$ cat src/rtl/sysarray_prune_pkg.sv
// Shared types and width derivations for the head-pruning mean stage.
package sysarray_prune_pkg;

  typedef enum logic [1:0] {
    IDLE,
    ACCUM,
    DRAIN,
    RESULT
  } state_t;

  // Divisor 2*N*N is a power of two, so the mean is a pure arithmetic shift.
  function automatic int shift_w(input int n);
    return $clog2(2 * n * n);
  endfunction

  function automatic int acc_w(input int width, input int n);
    return 2 * width + shift_w(n);
  endfunction

  function automatic bit n_is_legal(input int n);
    return (n >= 2) && (n <= 16) && ((n & (n - 1)) == 0);
  endfunction

endpackage

$ cat src/rtl/sysarray_head_prune_mean_row_sum_tree.sv
// Combinational balanced adder tree over the 2N signed elements of one row pair.
module row_sum_tree
  import sysarray_prune_pkg::*;
#(
  parameter int WIDTH = 8,
  parameter int N     = 4,
  parameter int ACC_W = acc_w(WIDTH, N)
) (
  input  logic [N*2*WIDTH-1:0]    row1,
  input  logic [N*2*WIDTH-1:0]    row2,
  output logic signed [ACC_W-1:0] sum
);

  localparam int EW     = 2 * WIDTH;
  localparam int LEAVES = 2 * N;

  // Heap layout: node 1 is the root, leaves occupy LEAVES..2*LEAVES-1.
  logic signed [ACC_W-1:0] node [1:2*LEAVES-1];

  for (genvar i = 0; i < N; i++) begin : g_leaf
    assign node[LEAVES+i]   = ACC_W'($signed(row1[i*EW +: EW]));
    assign node[LEAVES+N+i] = ACC_W'($signed(row2[i*EW +: EW]));
  end

  for (genvar k = 1; k < LEAVES; k++) begin : g_add
    assign node[k] = node[2*k] + node[2*k+1];
  end

  assign sum = node[1];

endmodule

$ cat src/rtl/sysarray_head_prune_mean.sv
// Accumulates an N x N matrix pair row by row, forms its mean and records a
// per-head prune decision against a signed threshold.
module sysarray_head_prune_mean
  import sysarray_prune_pkg::*;
#(
  parameter int WIDTH = 8,
  parameter int N     = 4,
  parameter int HEADS = 4
) (
  input  logic                     clk,
  input  logic                     _reset,
  input  logic                     start,
  input  logic [$clog2(HEADS)-1:0] head_id,
  input  logic [2*WIDTH-1:0]       threshold,
  input  logic                     mask_clear,
  input  logic                     in_valid,
  output logic                     in_ready,
  input  logic [N*2*WIDTH-1:0]     row1,
  input  logic [N*2*WIDTH-1:0]     row2,
  input  logic                     in_last,
  output logic [2*WIDTH-1:0]       mean_out,
  output logic                     mean_valid,
  output logic                     len_err,
  output logic                     busy,
  output logic [HEADS-1:0]         prune_mask
);

  localparam int EW    = 2 * WIDTH;
  localparam int ACC_W = acc_w(WIDTH, N);
  localparam int SHIFT = shift_w(N);
  localparam int HW    = $clog2(HEADS);
  localparam int CW    = $clog2(N);

  if (!n_is_legal(N) || HEADS < 2) begin : g_bad_param
    $error("sysarray_head_prune_mean: N must be a power of 2 in 2..16 and HEADS >= 2");
  end

  state_t                  state_q, state_d;
  logic                    start_ok, beat, end_beat, on_last_row;
  logic [CW-1:0]           cnt_q;
  logic                    drain_q;
  logic signed [ACC_W-1:0] row_sum, s1_sum_q, acc_q;
  logic                    s1_vld_q;
  logic [HW-1:0]           head_q;
  logic signed [EW-1:0]    thr_q, mean;
  logic                    len_err_q, prune;
  logic [HEADS-1:0]        mask_d;

  row_sum_tree #(.WIDTH(WIDTH), .N(N), .ACC_W(ACC_W)) u_tree (
    .row1 (row1),
    .row2 (row2),
    .sum  (row_sum)
  );

  assign on_last_row = (cnt_q == CW'(N - 1));
  assign beat        = in_valid && in_ready;
  assign end_beat    = beat && (in_last || on_last_row);
  assign mean        = acc_q[ACC_W-1:SHIFT];
  assign prune       = (mean < thr_q);
  assign busy        = (state_q != IDLE) || mean_valid;

  // NOTE: every output of a combinational block gets a default first, so no
  // path through the case can leave a value held and infer a latch.
  always_comb begin
    state_d  = state_q;
    in_ready = 1'b0;
    start_ok = 1'b0;
    case (state_q)
      IDLE: begin
        // Holding off during the mean_valid cycle spaces back-to-back pairs.
        if (start && !mean_valid) begin
          start_ok = 1'b1;
          state_d  = ACCUM;
        end
      end
      ACCUM: begin
        in_ready = 1'b1;
        if (in_valid && (in_last || on_last_row)) state_d = DRAIN;
      end
      DRAIN:   if (drain_q) state_d = RESULT;
      RESULT:  state_d = IDLE;
      default: state_d = IDLE;
    endcase
  end

  always_comb begin
    mask_d = mask_clear ? '0 : prune_mask;
    if (state_q == RESULT) mask_d[head_q] = prune;
  end

  // NOTE: sequential state uses non-blocking assignments so every register
  // samples pre-edge values regardless of statement order.
  always_ff @(posedge clk) begin
    if (_reset) begin
      state_q    <= IDLE;
      cnt_q      <= '0;
      drain_q    <= 1'b0;
      s1_sum_q   <= '0;
      s1_vld_q   <= 1'b0;
      acc_q      <= '0;
      head_q     <= '0;
      thr_q      <= '0;
      len_err_q  <= 1'b0;
      mean_out   <= '0;
      mean_valid <= 1'b0;
      len_err    <= 1'b0;
      prune_mask <= '0;
    end else begin
      state_q  <= state_d;
      drain_q  <= (state_q == DRAIN) && !drain_q;
      s1_vld_q <= beat;
      if (beat) s1_sum_q <= row_sum;

      if (start_ok) begin
        acc_q     <= '0;
        cnt_q     <= '0;
        head_q    <= head_id;
        thr_q     <= threshold;
        len_err_q <= 1'b0;
      end else if (s1_vld_q) begin
        acc_q <= acc_q + s1_sum_q;
      end

      // Missing rows never reach the accumulator, which is the same as zeros.
      if (beat) cnt_q <= cnt_q + CW'(1);
      if (end_beat) len_err_q <= !(in_last && on_last_row);

      mean_valid <= (state_q == RESULT);
      len_err    <= (state_q == RESULT) && len_err_q;
      if (state_q == RESULT) mean_out <= mean;
      prune_mask <= mask_d;
    end
  end

endmodule

$ cat config.mk
export PLATFORM = sky130hd
export DESIGN_NAME = sysarray_head_prune_mean
export DESIGN_NICKNAME = d
export VERILOG_FILES = /design/src/rtl/sysarray_prune_pkg.sv /design/src/rtl/sysarray_head_prune_mean_row_sum_tree.sv /design/src/rtl/sysarray_head_prune_mean.sv
export SDC_FILE = /design/constraint.sdc
export NUM_CORES = 1
export LEC_CHECK = 0
export ABC_AREA = 1
export BUFFER_PORTS_ARGS = -buffer_cell sky130_fd_sc_hd__buf_4
export CAP_MARGIN = 20
export CORE_MARGIN = 2
export CORE_UTILIZATION = 60
export CTS_CLUSTER_SIZE = 40
export DETAILED_ROUTE_END_ITERATION = 7
export GPL_TIMING_DRIVEN = 0
export PLACE_DENSITY = 0.82
export SKIP_LAST_GASP = 1
export SYNTH_ARGS = -nofsm -noshare
export SYNTH_HDL_FRONTEND = slang
export SYNTH_HIERARCHICAL = 1
export SYNTH_SLANG_ARGS = --single-unit
$ cat constraint.sdc
create_clock -name clk -period 5.4 [get_ports clk]
set_input_delay 0 -clock clk [delete_from_list [all_inputs] [get_ports clk]]
set_output_delay 0 -clock clk [all_outputs]
set_load 0.01 [all_outputs]
==> impl_results.html, run 1 <==
<table>
<tr><th>Metric</th><th>Value</th></tr>
<tr><th colspan="2">Final layout</th></tr>
<tr><td>Register area</td><td>1780 um^2</td></tr>
<tr><td>Count of inserted antenna diode cells</td><td>0</td></tr>
<tr><td>Count of non-filler cells in the finished layout</td><td>2082</td></tr>
<tr><td>Multi-input logic area</td><td>7450 um^2</td></tr>
<tr><td>Most frequent cells in the layout</td><td>nand2_1 (448), inv_1 (271), buf_4 (176)</td></tr>
<tr><td>Most common cell after layout, fill and taps aside</td><td>nand2_1</td></tr>
<tr><td>Area growth from synthesis to layout</td><td>20.3%</td></tr>
<tr><td>Utilization after layout</td><td>0.731</td></tr>
<tr><td>Number of filler instances in the final layout</td><td>1499</td></tr>
<tr><td>Final layout net count</td><td>2167</td></tr>
<tr><td>Fraction of final layout cells sized beyond drive strength 1</td><td>0.135</td></tr>
<tr><td>Final std cell area, no fill</td><td>12500 um^2</td></tr>
<tr><th colspan="2">Status</th></tr>
<tr><td>Run status</td><td>finished, final reports clean</td></tr>
<tr><th colspan="2">Routing</th></tr>
<tr><td>Antenna-violating nets left</td><td>0</td></tr>
<tr><td>DR WL/cell</td><td>14.5 um</td></tr>
<tr><td>Residual DRC</td><td>0</td></tr>
<tr><td>Aggregate routed wire length</td><td>30.2 mm</td></tr>
<tr><td>First-pass iteration count of the detailed router</td><td>6</td></tr>
<tr><td>Via count</td><td>11.3k</td></tr>
<tr><td>Iter 0 DRT Violations</td><td>719</td></tr>
<tr><td>Via count normalized by instance count</td><td>5.42</td></tr>
<tr><th colspan="2">Floorplanning</th></tr>
<tr><td>Starting density of the core</td><td>0.607</td></tr>
<tr><td>Number of placement rows</td><td>48</td></tr>
<tr><td>Die extent in x</td><td>136 um</td></tr>
<tr><td>Core outline area</td><td>17100 um^2</td></tr>
<tr><td>I/O pins</td><td>176</td></tr>
<tr><td>Die area</td><td>18400 um^2</td></tr>
<tr><td>Overall die height</td><td>136 um</td></tr>
<tr><th colspan="2">Clock tree</th></tr>
<tr><td>Clk pin slew, worst setup/hold paths</td><td>0.07 ns</td></tr>
<tr><td>Deepest level of the CTS H-tree</td><td>3</td></tr>
<tr><td>TritonCTS clock tree</td><td>yes</td></tr>
<tr><td>Maximum buffer depth of the clock tree</td><td>2</td></tr>
<tr><td>Clk_lat worst skew</td><td>0.35 ns</td></tr>
<tr><td>Sink Count</td><td>89</td></tr>
<tr><td>Num CTS Buffers</td><td>9</td></tr>
<tr><td>Root Buffer</td><td>clkbuf_16</td></tr>
<tr><th colspan="2">Synthesis</th></tr>
<tr><td>Top cell type's share of synthesized area</td><td>0.171</td></tr>
<tr><td>Syn Nets</td><td>1961</td></tr>
<tr><td>Post-synth top area cell</td><td>dfxtp_1</td></tr>
<tr><td>Number of cells produced by synthesis</td><td>1646</td></tr>
<tr><td>Synth warn</td><td>6</td></tr>
<tr><td>Leading cell types by total area after synthesis</td><td>dfxtp_1 (17%), nand2_1 (16%), ha_1 (15%), inv_1 (9.8%), fa_1 (7.7%)</td></tr>
<tr><td>Mean area per synthesized cell</td><td>6.32 um^2</td></tr>
<tr><td>Number of different library cells in the post-synthesis netlist</td><td>37</td></tr>
<tr><td>Portion of the post-synthesis area used by sequential elements</td><td>0.171</td></tr>
<tr><td>Cell area after synthesis</td><td>10400 um^2</td></tr>
<tr><td>Synth Register Bits</td><td>89</td></tr>
<tr><th colspan="2">STA</th></tr>
<tr><td>Total negative slack</td><td>0 ns</td></tr>
<tr><td>Worst-case headroom to the max-slew limit</td><td>0.637</td></tr>
<tr><td>Final count of negative-setup-slack endpoints</td><td>0</td></tr>
<tr><td>Endpoints failing hold</td><td>0</td></tr>
<tr><td>Shortest period the worst path allows</td><td>3.93 ns</td></tr>
<tr><td>Max Clock Skew</td><td>0.0149 ns</td></tr>
<tr><td>RSZ-0062 raised after global routing</td><td>no</td></tr>
<tr><td>Part of the cycle the worst path needs</td><td>0.727</td></tr>
<tr><td>Final max-slew violation count</td><td>0</td></tr>
<tr><td>Worst slew pin tran</td><td>0.544 ns</td></tr>
<tr><td>Peak clock frequency supported by timing</td><td>255 MHz</td></tr>
<tr><th colspan="2">Global routing</th></tr>
<tr><td>Number of global-route vias before repair</td><td>10.4k</td></tr>
<tr><td>Overall fraction of global-route tracks in use</td><td>0.330</td></tr>
<tr><td>Largest net degree at the start of global routing</td><td>17</td></tr>
<tr><td>Initial antenna violation count</td><td>0</td></tr>
<tr><td>Global-route wire length before repair</td><td>48.7 mm</td></tr>
<tr><td>Grt ovf</td><td>0</td></tr>
<tr><th colspan="2">Worst hold path</th></tr>
<tr><td>Worst hold path stage count</td><td>3</td></tr>
<tr><td>Hold Path Class</td><td>input port to register</td></tr>
<tr><td>Min-delay src</td><td>in_valid</td></tr>
<tr><th colspan="2">Setup path</th></tr>
<tr><td>Type of the worst setup path</td><td>input port to register</td></tr>
<tr><td>Slowest stage cell, crit path</td><td>fa_1</td></tr>
<tr><td>Signal arrival time at the worst endpoint</td><td>4.16 ns</td></tr>
<tr><td>Buffers and inverters on the worst path</td><td>6</td></tr>
<tr><td>Crit path from</td><td>row2[32]</td></tr>
<tr><td>Startpoint types</td><td>input port</td></tr>
<tr><td>Largest delay contributor family on the critical path</td><td>adder cells</td></tr>
<tr><td>Largest stage delay on the critical path</td><td>0.61 ns</td></tr>
<tr><td>Critical register-to-register path startpoint</td><td>acc_q[0]</td></tr>
<tr><td>Critical path peak fanout</td><td>7</td></tr>
<tr><td>Critical path data required time</td><td>5.64 ns</td></tr>
<tr><td>Crit-path most repeated cell</td><td>nand2_1</td></tr>
<tr><td>Critical path depth in cells</td><td>25</td></tr>
<tr><td>Cells on worst reg2reg path</td><td>11</td></tr>
<tr><td>Kind of end point of the critical path</td><td>register</td></tr>
<tr><th colspan="2">Power and ir drop</th></tr>
<tr><td>Largest vdd supply drop</td><td>0.241 mV</td></tr>
<tr><td>Cell area power density</td><td>413 nW/um^2</td></tr>
<tr><td>Leakage power total</td><td>6.88 nW</td></tr>
<tr><td>Power after layout</td><td>5.16 mW</td></tr>
<tr><th colspan="2">Placement</th></tr>
<tr><td>Placement Cell Area</td><td>12000 um^2</td></tr>
<tr><td># port buffers</td><td>175</td></tr>
<tr><td>GPL Wtd Cong</td><td>0.934</td></tr>
<tr><td>Number of cells after detailed placement</td><td>2046</td></tr>
<tr><td>HPWL Detailed</td><td>25.2 mm</td></tr>
<tr><th colspan="2">Flow run</th></tr>
<tr><td>Max-cap violations</td><td>0</td></tr>
</table>
## metrics by stage
step | hold slack [ns] | setup slack (ns)
floorplan | 0.119 | 1.81
global placement | 0.214 | 1.24
detailed placement | 0.231 | 1.14
CTS | 0.118 | 1.49
global route | 0.159 | 1.08
finish | 0.129 | 1.47
## layer usage
metal,vias to the layer above,global-route usage,share of wire
met1,5161,0.442,0.44
met5,-,0,0
li1,5677,-,-
met2,390,0.553,0.46
met3,61,0.0449,0.068
met4,0,0.0984,0.027
## final timing paths
| path | end | slack (ns) |
|---|---|---|
| worst max-delay path | s1_sum_q[20] | 1.47 |
| worst max register to register | acc_q[12] | 3.33 |
| worst min register to register | drain_q | 0.42 |
| worst min-delay path | s1_vld_q | 0.13 |
## where the power goes
part / total (mW) / internal, mW / switching, mW / leakage (nW)
Combinational: 3.62 / 1.34 / 2.28 / 6.01
Sequential: 0.884 / 0.793 / 0.0914 / 0.726
Clock: 0.659 / 0.377 / 0.283 / 0.150
Total: 5.16 / 2.51 / 2.65 / 6.88
## worst reg2reg max path, delay by kind of cell, from the launching register on
kind,cells,cell delay [ns]
flops,1,0.33
fa+ha+maj,2,0.65
xor+xnor,1,0.16
compound gates,1,0.15
simple gates,6,0.60
buf+inv,1,0.06
## sequential cells by signal, indices dropped and copies added, names as in the netlist
name        flops
s1_vld_q        1
head_q          2
acc_q          21
len_err_q       1
prune_mask      4
len_err         1
mean_out       16
state_q         2
mean_valid      1
drain_q         1
cnt_q           2
thr_q          16
s1_sum_q       21
## repair_timing
| action | 4_1_cts | 5_1_grt |
|---|---|---|
| endpoints found under the hold margin | 22 | 0 |
| gates resized for setup | 0 | 0 |
| setup buffers | 0 | 0 |
| hold buffers | 20 | 0 |
## cell usage after synthesis
library cell	instances
dfxtp_1	89
xor2_1	35
nor2_2	6
nor3_2	1
o21bai_1	6
xnor2_1	13
nor2_1	142
nand3b_1	12
o21ai_0	102
nand2_2	16
nor4_1	1
inv_2	9
nand3_2	6
ha_1	123
buf_6	2
o21a_1	1
nand3_1	80
a311oi_1	1
and2_1	4
clkbuf_1	16
buf_1	2
nand4_1	10
inv_1	271
o21ai_1	6
nor2_4	1
a21o_1	4
and2_4	1
buf_4	1
a21oi_1	150
a211oi_1	2
nor3_1	26
buf_2	3
o21ai_2	4
nand2_1	448
a21oi_2	10
a22oi_1	2
fa_1	40
## final cells by class
type,count,area share
Clock inverter,6,0.00580
Timing Repair Buffer,195,0.121
Clock buffer,10,0.0191
Inverter,280,0.0841
Tap cell,225,0.0225
Buffer,24,0.00901
Multi-Input combinational cell,1253,0.596
Sequential cell,89,0.142
## cells by family after synthesis
kind of cell    share of synthesized area
buf+inv                             0.112
compound gates                      0.148
simple gates                        0.304
flops                               0.171
xor+xnor                           0.0404
fa+ha+maj                           0.225
(Power assumes the default switching activity.)
==> inputs of run 2 (changes only) <==
--- a/config.mk
+++ b/config.mk
@@ -5,15 +5,15 @@
 export SDC_FILE = /design/constraint.sdc
 export NUM_CORES = 1
 export LEC_CHECK = 0
-export ABC_AREA = 1
+export ABC_AREA = 0
 export BUFFER_PORTS_ARGS = -buffer_cell sky130_fd_sc_hd__buf_4
 export CAP_MARGIN = 20
 export CORE_MARGIN = 2
-export CORE_UTILIZATION = 60
+export CORE_UTILIZATION = 52
 export CTS_CLUSTER_SIZE = 40
 export DETAILED_ROUTE_END_ITERATION = 7
 export GPL_TIMING_DRIVEN = 0
-export PLACE_DENSITY = 0.82
+export PLACE_DENSITY = 0.77
 export SKIP_LAST_GASP = 1
 export SYNTH_ARGS = -nofsm -noshare
 export SYNTH_HDL_FRONTEND = slang
==> constraint.sdc (replaced) <==
create_clock -name clk -period 3.43 [get_ports clk]
set_input_delay 0 -clock clk [delete_from_list [all_inputs] [get_ports clk]]
set_output_delay 0 -clock clk [all_outputs]
set_load 0.01 [all_outputs]
==> run 2 against run 1 <==
The flow now finishes with violations (negative setup slack); sequential power rose by 49%; sequential share of layout area decreased by 0.051 points; die area up 3.7%; via count shrank 18%; largest cell class unchanged.
==> impl_results.html, run 2 <==
<table>
<tr><th>Metric</th><th>Value</th></tr>
<tr><th colspan="2">Status</th></tr>
<tr><td>Violated checks</td><td>negative setup slack</td></tr>
<tr><td>Run status</td><td>finished with violations (was finished, final reports clean)</td></tr>
<tr><th colspan="2">Synthesis</th></tr>
<tr><td>Syn Nets</td><td>1471 (was 1961)</td></tr>
<tr><td>Main combinational cell family by area after synthesis</td><td>adder cells (was simple AND/OR/NAND/NOR gates)</td></tr>
<tr><td>Mean area per synthesized cell</td><td>8.09 um^2 (was 6.32 um^2)</td></tr>
<tr><td>Async set or reset register ratio after synthesis</td><td>0 (unchanged)</td></tr>
<tr><td>Proportion of synthesized area in mux cells</td><td>0.0321 (was 0)</td></tr>
<tr><td>Top-count cell post-synth</td><td>nand2_1 (unchanged)</td></tr>
<tr><td>Number of cells produced by synthesis</td><td>1156 (was 1646)</td></tr>
<tr><td>Post-synth top area cell</td><td>dfxtp_1 (unchanged)</td></tr>
<tr><td>Top cells by count, synth</td><td>nand2_1 (127), a21oi_1 (126), ha_1 (123) (was nand2_1 (448), inv_1 (271), a21oi_1 (150))</td></tr>
<tr><td>Simple logic cell fraction of the synthesized area</td><td>0.163 (was 0.304)</td></tr>
<tr><td>Post-synthesis share of cell area spent on full adders, half adders and majority gates</td><td>0.250 (was 0.225)</td></tr>
<tr><td>Top FF cell, synth</td><td>dfxtp_1 (unchanged)</td></tr>
<tr><td>Portion of the post-synthesis area used by sequential elements</td><td>0.191 (was 0.171)</td></tr>
<tr><td>Leading cell types by total area after synthesis</td><td>dfxtp_1 (19%), ha_1 (16%), fa_1 (8.6%), a21oi_1 (6.7%), nand2_1 (5.1%) (was dfxtp_1 (17%), nand2_1 (16%), ha_1 (15%), inv_1 (9.8%), fa_1 (7.7%))</td></tr>
<tr><td>Synth warn</td><td>6 (unchanged)</td></tr>
<tr><td>Number of different library cells in the post-synthesis netlist</td><td>70 (was 37)</td></tr>
<tr><td>Synth Register Bits</td><td>89 (unchanged)</td></tr>
<tr><td>Cell area after synthesis</td><td>9350 um^2 (was 10400 um^2)</td></tr>
<tr><td>Share of the synthesized area in compound gates (AO/OA/AOI/OAI)</td><td>0.233 (was 0.148)</td></tr>
<tr><td>Xor and xnor area share after synthesis</td><td>0.0721 (was 0.0404)</td></tr>
<tr><td>Top cell type's share of synthesized area</td><td>0.191 (was 0.171)</td></tr>
<tr><td>Number of flops mapped to enable cells by yosys</td><td>0 (unchanged)</td></tr>
<tr><th colspan="2">Power and ir drop</th></tr>
<tr><td>Clock group share of total power</td><td>0.104 (was 0.128)</td></tr>
<tr><td>Leakage power total</td><td>5.58 nW (was 6.88 nW)</td></tr>
<tr><td>Cell area power density</td><td>762 nW/um^2 (was 413 nW/um^2)</td></tr>
<tr><td>Fraction of power consumed by combinational cells</td><td>0.758 (was 0.701)</td></tr>
<tr><td>Sequential Power Share</td><td>0.138 (was 0.171)</td></tr>
<tr><td>Largest vdd supply drop</td><td>0.513 mV (was 0.241 mV)</td></tr>
<tr><td>Switching fraction of total power</td><td>0.447 (was 0.514)</td></tr>
<tr><td>Net switching power</td><td>4.28 mW (was 2.65 mW)</td></tr>
<tr><td>Internal</td><td>5.29 mW (was 2.51 mW)</td></tr>
<tr><th colspan="2">Setup path</th></tr>
<tr><td>Kind of end point of the critical path</td><td>register (unchanged)</td></tr>
<tr><td>Cells along the critical path</td><td>buf_4 &gt; ha_2 &gt; o21ai_0 &gt; o21ai_2 &gt; a31oi_1 &gt; nor2_1 &gt; a31o_2 &gt; o211ai_1 &gt; fa_1 &gt; inv_1 &gt; fa_1 &gt; inv_1 &gt; ha_4 &gt; nand2_4 &gt; nor4_4 &gt; nand2_1 &gt; o21ai_2 &gt; xnor2_1 &gt; nand2_1 &gt; a21oi_1</td></tr>
<tr><td>Critical path depth in cells</td><td>20 (was 25)</td></tr>
<tr><td>Buffers and inverters on the worst path</td><td>3 (was 6)</td></tr>
<tr><td>Largest stage delay on the critical path</td><td>0.59 ns (was 0.61 ns)</td></tr>
<tr><td>Largest delay contributor family on the critical path</td><td>adder cells (unchanged)</td></tr>
<tr><td>Cells on worst reg2reg path</td><td>9 (was 11)</td></tr>
<tr><td>Type of the worst setup path</td><td>input port to register (unchanged)</td></tr>
<tr><td>Critical path peak fanout</td><td>4 (was 7)</td></tr>
<tr><td>Critical path data required time</td><td>3.69 ns (was 5.64 ns)</td></tr>
<tr><td>Startpoint types</td><td>input port (unchanged)</td></tr>
<tr><td>Signal arrival time at the worst endpoint</td><td>4.21 ns (was 4.16 ns)</td></tr>
<tr><td>Slowest stage cell, crit path</td><td>fa_1 (unchanged)</td></tr>
<tr><th colspan="2">Clock tree</th></tr>
<tr><td>Deepest level of the CTS H-tree</td><td>3 (unchanged)</td></tr>
<tr><td>Num CTS Buffers</td><td>9 (unchanged)</td></tr>
<tr><td>Maximum buffer depth of the clock tree</td><td>2 (unchanged)</td></tr>
<tr><td>Sink Count</td><td>89 (unchanged)</td></tr>
<tr><td>Root Buffer</td><td>clkbuf_16 (unchanged)</td></tr>
<tr><td>TritonCTS clock tree</td><td>yes (unchanged)</td></tr>
<tr><td>Clk_lat worst skew</td><td>0.34 ns (was 0.35 ns)</td></tr>
<tr><td>Clk pin slew, worst setup/hold paths</td><td>0.07 ns (about the same)</td></tr>
<tr><th colspan="2">Worst hold path</th></tr>
<tr><td>Worst hold path stage count</td><td>4 (was 3)</td></tr>
<tr><td>Hold Path Class</td><td>input port to register (unchanged)</td></tr>
<tr><th colspan="2">Final layout</th></tr>
<tr><td>Final std cell area, no fill</td><td>12500 um^2 (about the same)</td></tr>
<tr><td>Count of non-filler cells in the finished layout</td><td>1627 (was 2082)</td></tr>
<tr><td>Fraction of final layout cells sized beyond drive strength 1</td><td>0.262 (was 0.135)</td></tr>
<tr><td>Final layout net count</td><td>1708 (was 2167)</td></tr>
<tr><td>Registers with the most flip-flops</td><td>acc_q (21), s1_sum_q (21) (unchanged)</td></tr>
<tr><td>Most frequent cells in the layout</td><td>buf_4 (206), nand2_1 (125), a21oi_1 (108) (was nand2_1 (448), inv_1 (271), buf_4 (176))</td></tr>
<tr><td>Count of inserted antenna diode cells</td><td>0 (unchanged)</td></tr>
<tr><td>Most common cell after layout, fill and taps aside</td><td>buf_4 (was nand2_1)</td></tr>
<tr><td>Area growth from synthesis to layout</td><td>34.2% (was 20.3%)</td></tr>
<tr><th colspan="2">Placement</th></tr>
<tr><td>Pre-CTS worst setup slack</td><td>-1.24 ns (was 1.14 ns)</td></tr>
<tr><td>Placement Cell Area</td><td>11300 um^2 (was 12000 um^2)</td></tr>
<tr><td>Number of cells after detailed placement</td><td>1560 (was 2046)</td></tr>
<tr><td>GPL Wtd Cong</td><td>0.934 (unchanged)</td></tr>
<tr><td># port buffers</td><td>175 (unchanged)</td></tr>
<tr><td>HPWL Detailed</td><td>20.1 mm (was 25.2 mm)</td></tr>
<tr><th colspan="2">STA</th></tr>
<tr><td>Part of the cycle the worst path needs</td><td>1.15</td></tr>
<tr><td>Hold WS</td><td>0.0163 ns (was 0.129 ns)</td></tr>
<tr><td>Shortest period the worst path allows</td><td>3.94 ns</td></tr>
<tr><td>Endpoints failing hold</td><td>0 (unchanged)</td></tr>
<tr><td>RSZ-0062 raised after global routing</td><td>yes (was no)</td></tr>
<tr><td>Final count of negative-setup-slack endpoints</td><td>12 (was 0)</td></tr>
<tr><td>Worst slew pin tran</td><td>0.730 ns (was 0.544 ns)</td></tr>
<tr><td>Worst-case headroom to the max-slew limit</td><td>0.514 (was 0.637)</td></tr>
<tr><td>Peak clock frequency supported by timing</td><td>253 MHz</td></tr>
<tr><td>Final max-slew violation count</td><td>0 (unchanged)</td></tr>
<tr><td>Worst path setup slack after routing</td><td>-0.515 ns (was 1.47 ns)</td></tr>
<tr><td>Total negative slack</td><td>-4.47 ns (was 0 ns)</td></tr>
<tr><td>Max Clock Skew</td><td>0.0106 ns (was 0.0149 ns)</td></tr>
<tr><th colspan="2">Routing</th></tr>
<tr><td>Iter 0 DRT Violations</td><td>538 (was 719)</td></tr>
<tr><td>DR WL/cell</td><td>16.2 um (was 14.5 um)</td></tr>
<tr><td>First-pass iteration count of the detailed router</td><td>8 (was 6)</td></tr>
<tr><td>Residual DRC</td><td>0 (unchanged)</td></tr>
<tr><td>Via count normalized by instance count</td><td>5.68 (was 5.42)</td></tr>
<tr><td>Via count</td><td>9239 (was 11.3k)</td></tr>
<tr><td>Antenna-violating nets left</td><td>0 (unchanged)</td></tr>
<tr><td>Aggregate routed wire length</td><td>26.4 mm (was 30.2 mm)</td></tr>
<tr><th colspan="2">Global routing</th></tr>
<tr><td>Largest net degree at the start of global routing</td><td>16 (was 17)</td></tr>
<tr><td>Grt ovf</td><td>0 (unchanged)</td></tr>
<tr><td>Initial antenna violation count</td><td>0 (unchanged)</td></tr>
<tr><td>Number of global-route vias before repair</td><td>9123 (was 10.4k)</td></tr>
<tr><td>GR met3 Demand/Resource</td><td>0.0298 (was 0.0449)</td></tr>
<tr><td>Global-route wire length before repair</td><td>43.1 mm (was 48.7 mm)</td></tr>
<tr><td>GR met1 Demand/Resource</td><td>0.332 (was 0.442)</td></tr>
<tr><td>GR Layer Usage met2</td><td>0.487 (was 0.553)</td></tr>
<tr><td>Grt peak-use layer</td><td>met2 (unchanged)</td></tr>
<tr><td>Overall fraction of global-route tracks in use</td><td>0.268 (was 0.330)</td></tr>
<tr><th colspan="2">Floorplanning</th></tr>
<tr><td>Starting density of the core</td><td>0.526 (was 0.607)</td></tr>
<tr><td>I/O pins</td><td>176 (unchanged)</td></tr>
<tr><td>Die area</td><td>19100 um^2 (was 18400 um^2)</td></tr>
<tr><td>Core outline area</td><td>17800 um^2 (was 17100 um^2)</td></tr>
<tr><td>Number of placement rows</td><td>49 (was 48)</td></tr>
<tr><td>Die extent in x</td><td>138 um (was 136 um)</td></tr>
<tr><td>Overall die height</td><td>138 um (was 136 um)</td></tr>
<tr><th colspan="2">Flow run</th></tr>
<tr><td>Max-cap violations</td><td>0 (unchanged)</td></tr>
</table>
run 2: per-layer routing:
layer  vias to the layer above  routed length, um
met5                         -                  0
met4                         0                852
met3                        61               1050
met2                       303              13200
met1                      4334              11300
li1                       4541                  -
run 2: worst register-to-register path: stages, from the launching register on:
cell and delay (ns):
dfxtp_1 0.32, ha_1 0.23, fa_1 0.42, a21oi_2 0.21, o211ai_2 0.12, a221oi_4 0.35, o21ai_0 0.17, a41oi_1 0.33
mux2i_1 0.22, o311ai_0 0.13
run 2: cell type report:
| cell class | count | area, um^2 |
|---|---|---|
| sequential | 89 | 1780 |
| inverter | 109 | 412 |
| buffer | 28 | 125 |
| clock buffer | 11 | 243 |
| clock inverter | 5 | 62.6 |
| tap | 229 | 287 |
| multi-input combinational | 926 | 7840 |
| fill | 1376 | 5230 |
| timing repair buffer | 230 | 1800 |
run 2: worst paths after layout:
path / slack, ns / start / end
worst max-delay path: -0.51 / row2[51] / s1_sum_q[18]
worst min-delay path: 0.02 / in_valid / state_q[0]
worst max register to register: 0.79 / s1_sum_q[0] / acc_q[18]
worst min register to register: 0.46 / thr_q[13] / thr_q[13]
run 2: power by group through the flow:
stage | clock network [mW] | registers (mW) | logic, mW
finish | 1.00 | 1.32 | 7.25
floorplan | 0 | 1.30 | 4.66
detailed placement | 0 | 1.34 | 5.73
CTS | 1.00 | 1.32 | 6.68
global route | 1.04 | 1.33 | 8.02
global placement | 0 | 1.33 | 5.63
run 2: cell families (layout without fill, tap and decap cells):
family / after synthesis / in the layout
buffers and inverters: 141 / 383
xor gates and xnor gates: 77 / 77
AOI/OAI and AO/OA: 329 / 329
muxes: 30 / 30
and+or+nand+nor: 327 / 327
adders and majority gates: 163 / 163
DFF: 89 / 89
run 2: through the flow:
step	utilization	power, mW
2_1_floorplan	-	5.95
3_3_place_gp	0.633	6.96
3_5_place_dp	0.633	7.07
4_1_cts	0.696	9.00
5_1_grt	0.706	10.4
6_report	0.706	9.57
run 2: repair_timing:
| item | 4_1_cts | 5_1_grt |
|---|---|---|
| hold buffers | 21 | 0 |
| hold endpoints to repair | 21 | 0 |
| setup buffers | 28 | 6 |
| resized for setup | 75 | 31 |
| pin swaps | 74 | 28 |
| setup endpoints to repair | 13 | 15 |
==> inputs of run 3 (changes only) <==
--- a/config.mk
+++ b/config.mk
@@ -6,7 +6,7 @@
 export NUM_CORES = 1
 export LEC_CHECK = 0
 export ABC_AREA = 0
-export BUFFER_PORTS_ARGS = -buffer_cell sky130_fd_sc_hd__buf_4
+export BUFFER_PORTS_ARGS = -buffer_cell sky130_fd_sc_hd__buf_2
 export CAP_MARGIN = 20
 export CORE_MARGIN = 2
 export CORE_UTILIZATION = 52
@@ -14,6 +14,7 @@
 export DETAILED_ROUTE_END_ITERATION = 7
 export GPL_TIMING_DRIVEN = 0
 export PLACE_DENSITY = 0.77
+export SETUP_SLACK_MARGIN = 0.5
 export SKIP_LAST_GASP = 1
 export SYNTH_ARGS = -nofsm -noshare
 export SYNTH_HDL_FRONTEND = slang
==> run 3 against run 2 <==
Clock power up 7%; clock skew up 0.0014 ns; maximum frequency down 0.78%; via count down 1.2%; sequential share of layout area up 0.44 points; combinational power down 2%; the run still ends with negative setup slack left; largest cell class unchanged; total power down 0.64%; final cell count up 0.31%; routed wire length down 6.3%; global-route usage down 1.4 points; setup slack worse by 0.031 ns; final area down 3.0%.
==> impl_results.html, run 3 (synthesis results as in run 2) <==
<table>
<tr><th>Metric</th><th>Value</th></tr>
<tr><th colspan="2">Global routing</th></tr>
<tr><td>Global-route wire length before repair</td><td>41.0 mm (was 43.1 mm)</td></tr>
<tr><td>Overall fraction of global-route tracks in use</td><td>0.254 (was 0.268)</td></tr>
<tr><td>Initial antenna violation count</td><td>0 (unchanged)</td></tr>
<tr><td>Grt ovf</td><td>0 (unchanged)</td></tr>
<tr><td>Number of global-route vias before repair</td><td>8737 (was 9123)</td></tr>
<tr><td>Largest net degree at the start of global routing</td><td>17 (was 16)</td></tr>
<tr><th colspan="2">Power and ir drop</th></tr>
<tr><td>Leakage power total</td><td>5.51 nW (was 5.58 nW)</td></tr>
<tr><td>Cell area power density</td><td>781 nW/um^2 (was 762 nW/um^2)</td></tr>
<tr><td>Largest vdd supply drop</td><td>0.509 mV (was 0.513 mV)</td></tr>
<tr><td>Power after layout</td><td>9.51 mW (was 9.57 mW)</td></tr>
<tr><th colspan="2">Setup path</th></tr>
<tr><td>Critical path data required time</td><td>3.64 ns (was 3.69 ns)</td></tr>
<tr><td>Cells along the critical path</td><td>buf_6 &gt; ha_4 &gt; inv_2 &gt; fa_2 &gt; nor2b_4 &gt; o31a_1 &gt; o21ai_2 &gt; nand2_2 &gt; xor2_2 &gt; fa_1 &gt; inv_2 &gt; fa_1 &gt; inv_2 &gt; ha_4 &gt; o211ai_2 &gt; a21oi_2 &gt; o41a_4 &gt; a31o_4 &gt; a2111oi_4 &gt; nor3_2 &gt; nand2_1 &gt; a21oi_1 (was buf_4 &gt; ha_2 &gt; o21ai_0 &gt; o21ai_2 &gt; a31oi_1 &gt; nor2_1 &gt; a31o_2 &gt; o211ai_1 &gt; fa_1 &gt; inv_1 &gt; fa_1 &gt; inv_1 &gt; ha_4 &gt; nand2_4 &gt; nor4_4 &gt; nand2_1 &gt; o21ai_2 &gt; xnor2_1 &gt; nand2_1 &gt; a21oi_1)</td></tr>
<tr><td>Slowest stage cell, crit path</td><td>fa_1 (unchanged)</td></tr>
<tr><td>Kind of end point of the critical path</td><td>register (unchanged)</td></tr>
<tr><td>Critical path depth in cells</td><td>22 (was 20)</td></tr>
<tr><td>Largest delay contributor family on the critical path</td><td>adder cells (unchanged)</td></tr>
<tr><td>Cells on worst reg2reg path</td><td>9 (unchanged)</td></tr>
<tr><td>Crit-path most repeated cell</td><td>inv_2</td></tr>
<tr><td>Critical path peak fanout</td><td>3 (was 4)</td></tr>
<tr><td>Signal arrival time at the worst endpoint</td><td>4.19 ns (was 4.21 ns)</td></tr>
<tr><td>Type of the worst setup path</td><td>input port to register (unchanged)</td></tr>
<tr><td>Buffers and inverters on the worst path</td><td>4 (was 3)</td></tr>
<tr><td>Startpoint types</td><td>input port (unchanged)</td></tr>
<tr><td>Largest stage delay on the critical path</td><td>0.56 ns (was 0.59 ns)</td></tr>
<tr><th colspan="2">Final layout</th></tr>
<tr><td>Final layout net count</td><td>1713 (was 1708)</td></tr>
<tr><td>Area growth from synthesis to layout</td><td>30.2% (was 34.2%)</td></tr>
<tr><td>Count of inserted antenna diode cells</td><td>0 (unchanged)</td></tr>
<tr><td>Registers with the most flip-flops</td><td>acc_q (21), s1_sum_q (21) (unchanged)</td></tr>
<tr><td>Register area</td><td>1780 um^2 (unchanged)</td></tr>
<tr><td>Most common cell after layout, fill and taps aside</td><td>buf_2 (was buf_4)</td></tr>
<tr><td>Fraction of final layout cells sized beyond drive strength 1</td><td>0.271 (was 0.262)</td></tr>
<tr><td>Utilization after layout</td><td>0.685 (was 0.706)</td></tr>
<tr><td>Multi-input logic area</td><td>7830 um^2 (was 7840 um^2)</td></tr>
<tr><td>Number of filler instances in the final layout</td><td>1430 (was 1376)</td></tr>
<tr><td>Most frequent cells in the layout</td><td>buf_2 (170), nand2_1 (123), a21oi_1 (106) (was buf_4 (206), nand2_1 (125), a21oi_1 (108))</td></tr>
<tr><th colspan="2">Floorplanning</th></tr>
<tr><td>Starting density of the core</td><td>0.526 (unchanged)</td></tr>
<tr><td>Overall die height</td><td>138 um (unchanged)</td></tr>
<tr><td>Die extent in x</td><td>138 um (unchanged)</td></tr>
<tr><td>I/O pins</td><td>176 (unchanged)</td></tr>
<tr><td>Number of placement rows</td><td>49 (unchanged)</td></tr>
<tr><td>Core outline area</td><td>17800 um^2 (unchanged)</td></tr>
<tr><td>Die area</td><td>19100 um^2 (unchanged)</td></tr>
<tr><th colspan="2">Routing</th></tr>
<tr><td>Antenna-violating nets left</td><td>0 (unchanged)</td></tr>
<tr><td>Aggregate routed wire length</td><td>24.7 mm (was 26.4 mm)</td></tr>
<tr><td>Residual DRC</td><td>0 (unchanged)</td></tr>
<tr><td>Via count normalized by instance count</td><td>5.59 (was 5.68)</td></tr>
<tr><td>Iter 0 DRT Violations</td><td>435 (was 538)</td></tr>
<tr><td>First-pass iteration count of the detailed router</td><td>5 (was 8)</td></tr>
<tr><td>Via count</td><td>9124 (was 9239)</td></tr>
<tr><td>DR WL/cell</td><td>15.2 um (was 16.2 um)</td></tr>
<tr><th colspan="2">Clock tree</th></tr>
<tr><td>TritonCTS clock tree</td><td>yes (unchanged)</td></tr>
<tr><td>Num CTS Buffers</td><td>9 (unchanged)</td></tr>
<tr><td>Sink Count</td><td>89 (unchanged)</td></tr>
<tr><td>Root Buffer</td><td>clkbuf_16 (unchanged)</td></tr>
<tr><td>Clk pin slew, worst setup/hold paths</td><td>0.07 ns (about the same)</td></tr>
<tr><td>Clk_lat worst skew</td><td>0.35 ns (was 0.34 ns)</td></tr>
<tr><td>Deepest level of the CTS H-tree</td><td>3 (unchanged)</td></tr>
<tr><td>Maximum buffer depth of the clock tree</td><td>2 (unchanged)</td></tr>
<tr><th colspan="2">Worst hold path</th></tr>
<tr><td>Hold Path Class</td><td>input port to register (unchanged)</td></tr>
<tr><td>Worst hold path stage count</td><td>4 (unchanged)</td></tr>
<tr><th colspan="2">STA</th></tr>
<tr><td>Worst-case headroom to the max-slew limit</td><td>0.538 (was 0.514)</td></tr>
<tr><td>RSZ-0062 raised after global routing</td><td>yes (unchanged)</td></tr>
<tr><td>Part of the cycle the worst path needs</td><td>1.16 (was 1.15)</td></tr>
<tr><td>Worst slew pin tran</td><td>0.693 ns (was 0.730 ns)</td></tr>
<tr><td>Final max-slew violation count</td><td>0 (unchanged)</td></tr>
<tr><td>Max Clock Skew</td><td>0.0120 ns (was 0.0106 ns)</td></tr>
<tr><td>Final count of negative-setup-slack endpoints</td><td>12 (unchanged)</td></tr>
<tr><td>Peak clock frequency supported by timing</td><td>252 MHz (was 253 MHz)</td></tr>
<tr><td>Shortest period the worst path allows</td><td>3.98 ns (was 3.94 ns)</td></tr>
<tr><td>Worst path setup slack after routing</td><td>-0.546 ns (was -0.515 ns)</td></tr>
<tr><td>Endpoints failing hold</td><td>0 (unchanged)</td></tr>
<tr><th colspan="2">Placement</th></tr>
<tr><td># port buffers</td><td>175 (unchanged)</td></tr>
<tr><td>HPWL Detailed</td><td>19.1 mm (was 20.1 mm)</td></tr>
<tr><td>GPL Wtd Cong</td><td>0.967 (was 0.934)</td></tr>
<tr><th colspan="2">Flow run</th></tr>
<tr><td>Max-cap violations</td><td>0 (unchanged)</td></tr>
<tr><th colspan="2">Status</th></tr>
<tr><td>Violated checks</td><td>negative setup slack (unchanged)</td></tr>
<tr><td>Run status</td><td>finished with violations (unchanged)</td></tr>
</table>
==> run 3: cell types whose count changed in the layout (fill, tap and decap cells not counted), moves of 3 or more <==
cell	delta
a21oi_2	+3
buf_4	-170
buf_2	+169
xnor2_2	+3
nand2_2	+3
==> run 3: worst min-delay path, cell delays in order <==
cell and delay, ns:
buf_2 0.10, o21ai_0 0.08, nand2_1 0.09, a211oi_1 0.08
==> run 3: where the power goes <==
group / internal, mW / total [mW] / switching (mW)
Clock: 0.650 / 1.07 / 0.424
Combinational: 3.38 / 7.12 / 3.73
Sequential: 1.20 / 1.32 / 0.114
==> run 3: cell type report <==
| cell class | instances | share of cell area |
|---|---|---|
| Inverter | 109 | 0.0338 |
| Clock inverter | 6 | 0.00802 |
| Multi-Input combinational cell | 926 | 0.643 |
| Sequential cell | 89 | 0.146 |
| Buffer | 32 | 0.0117 |
| Clock buffer | 10 | 0.0188 |
| Tap cell | 229 | 0.0235 |
| Timing Repair Buffer | 231 | 0.115 |
==> run 3: path summary, 6_finish.rpt <==
check / startpoint / end / slack, ns
worst max register to register: s1_sum_q[0] / acc_q[18] / 0.81
worst min-delay path: in_valid / state_q[0] / 0.05
worst min register to register: thr_q[13] / thr_q[13] / 0.45
worst max-delay path: row2[48] / s1_sum_q[13] / -0.55
==> run 3: timing repair <==
item / CTS / global route
setup buffers: 26 / 9
endpoints found under the hold margin: 24 / 0
endpoints found under the setup margin: 15 / 17
hold buffers: 21 / 0
pin swaps: 80 / 36
resized for setup: 78 / 32
==> run 3: through the flow <==
stage | worst slack, ns | hold WS [ns] | std cells | setup TNS (ns) | instance area, um^2
after global placement | -1.14 | 0.233 | 1560 | -10.67 | 10800
after CTS | -0.460 | 0.0364 | 1623 | -3.71 | 12000
after detailed placement | -1.14 | 0.238 | 1560 | -11.25 | 10800
after floorplan | -0.564 | 0.0791 | 1156 | -3.54 | 9680
final | -0.546 | 0.0472 | 1632 | -4.90 | 12200
after global routing | -0.725 | 0.0792 | 1632 | -7.08 | 12200
==> run 3: routing by layer <==
| layer | global-route usage | share of wire |
|---|---|---|
| met3 | 0.0312 | 0.044 |
| met2 | 0.445 | 0.49 |
| met5 | 0 | 0 |
| met1 | 0.325 | 0.43 |
| met4 | 0.0849 | 0.030 |
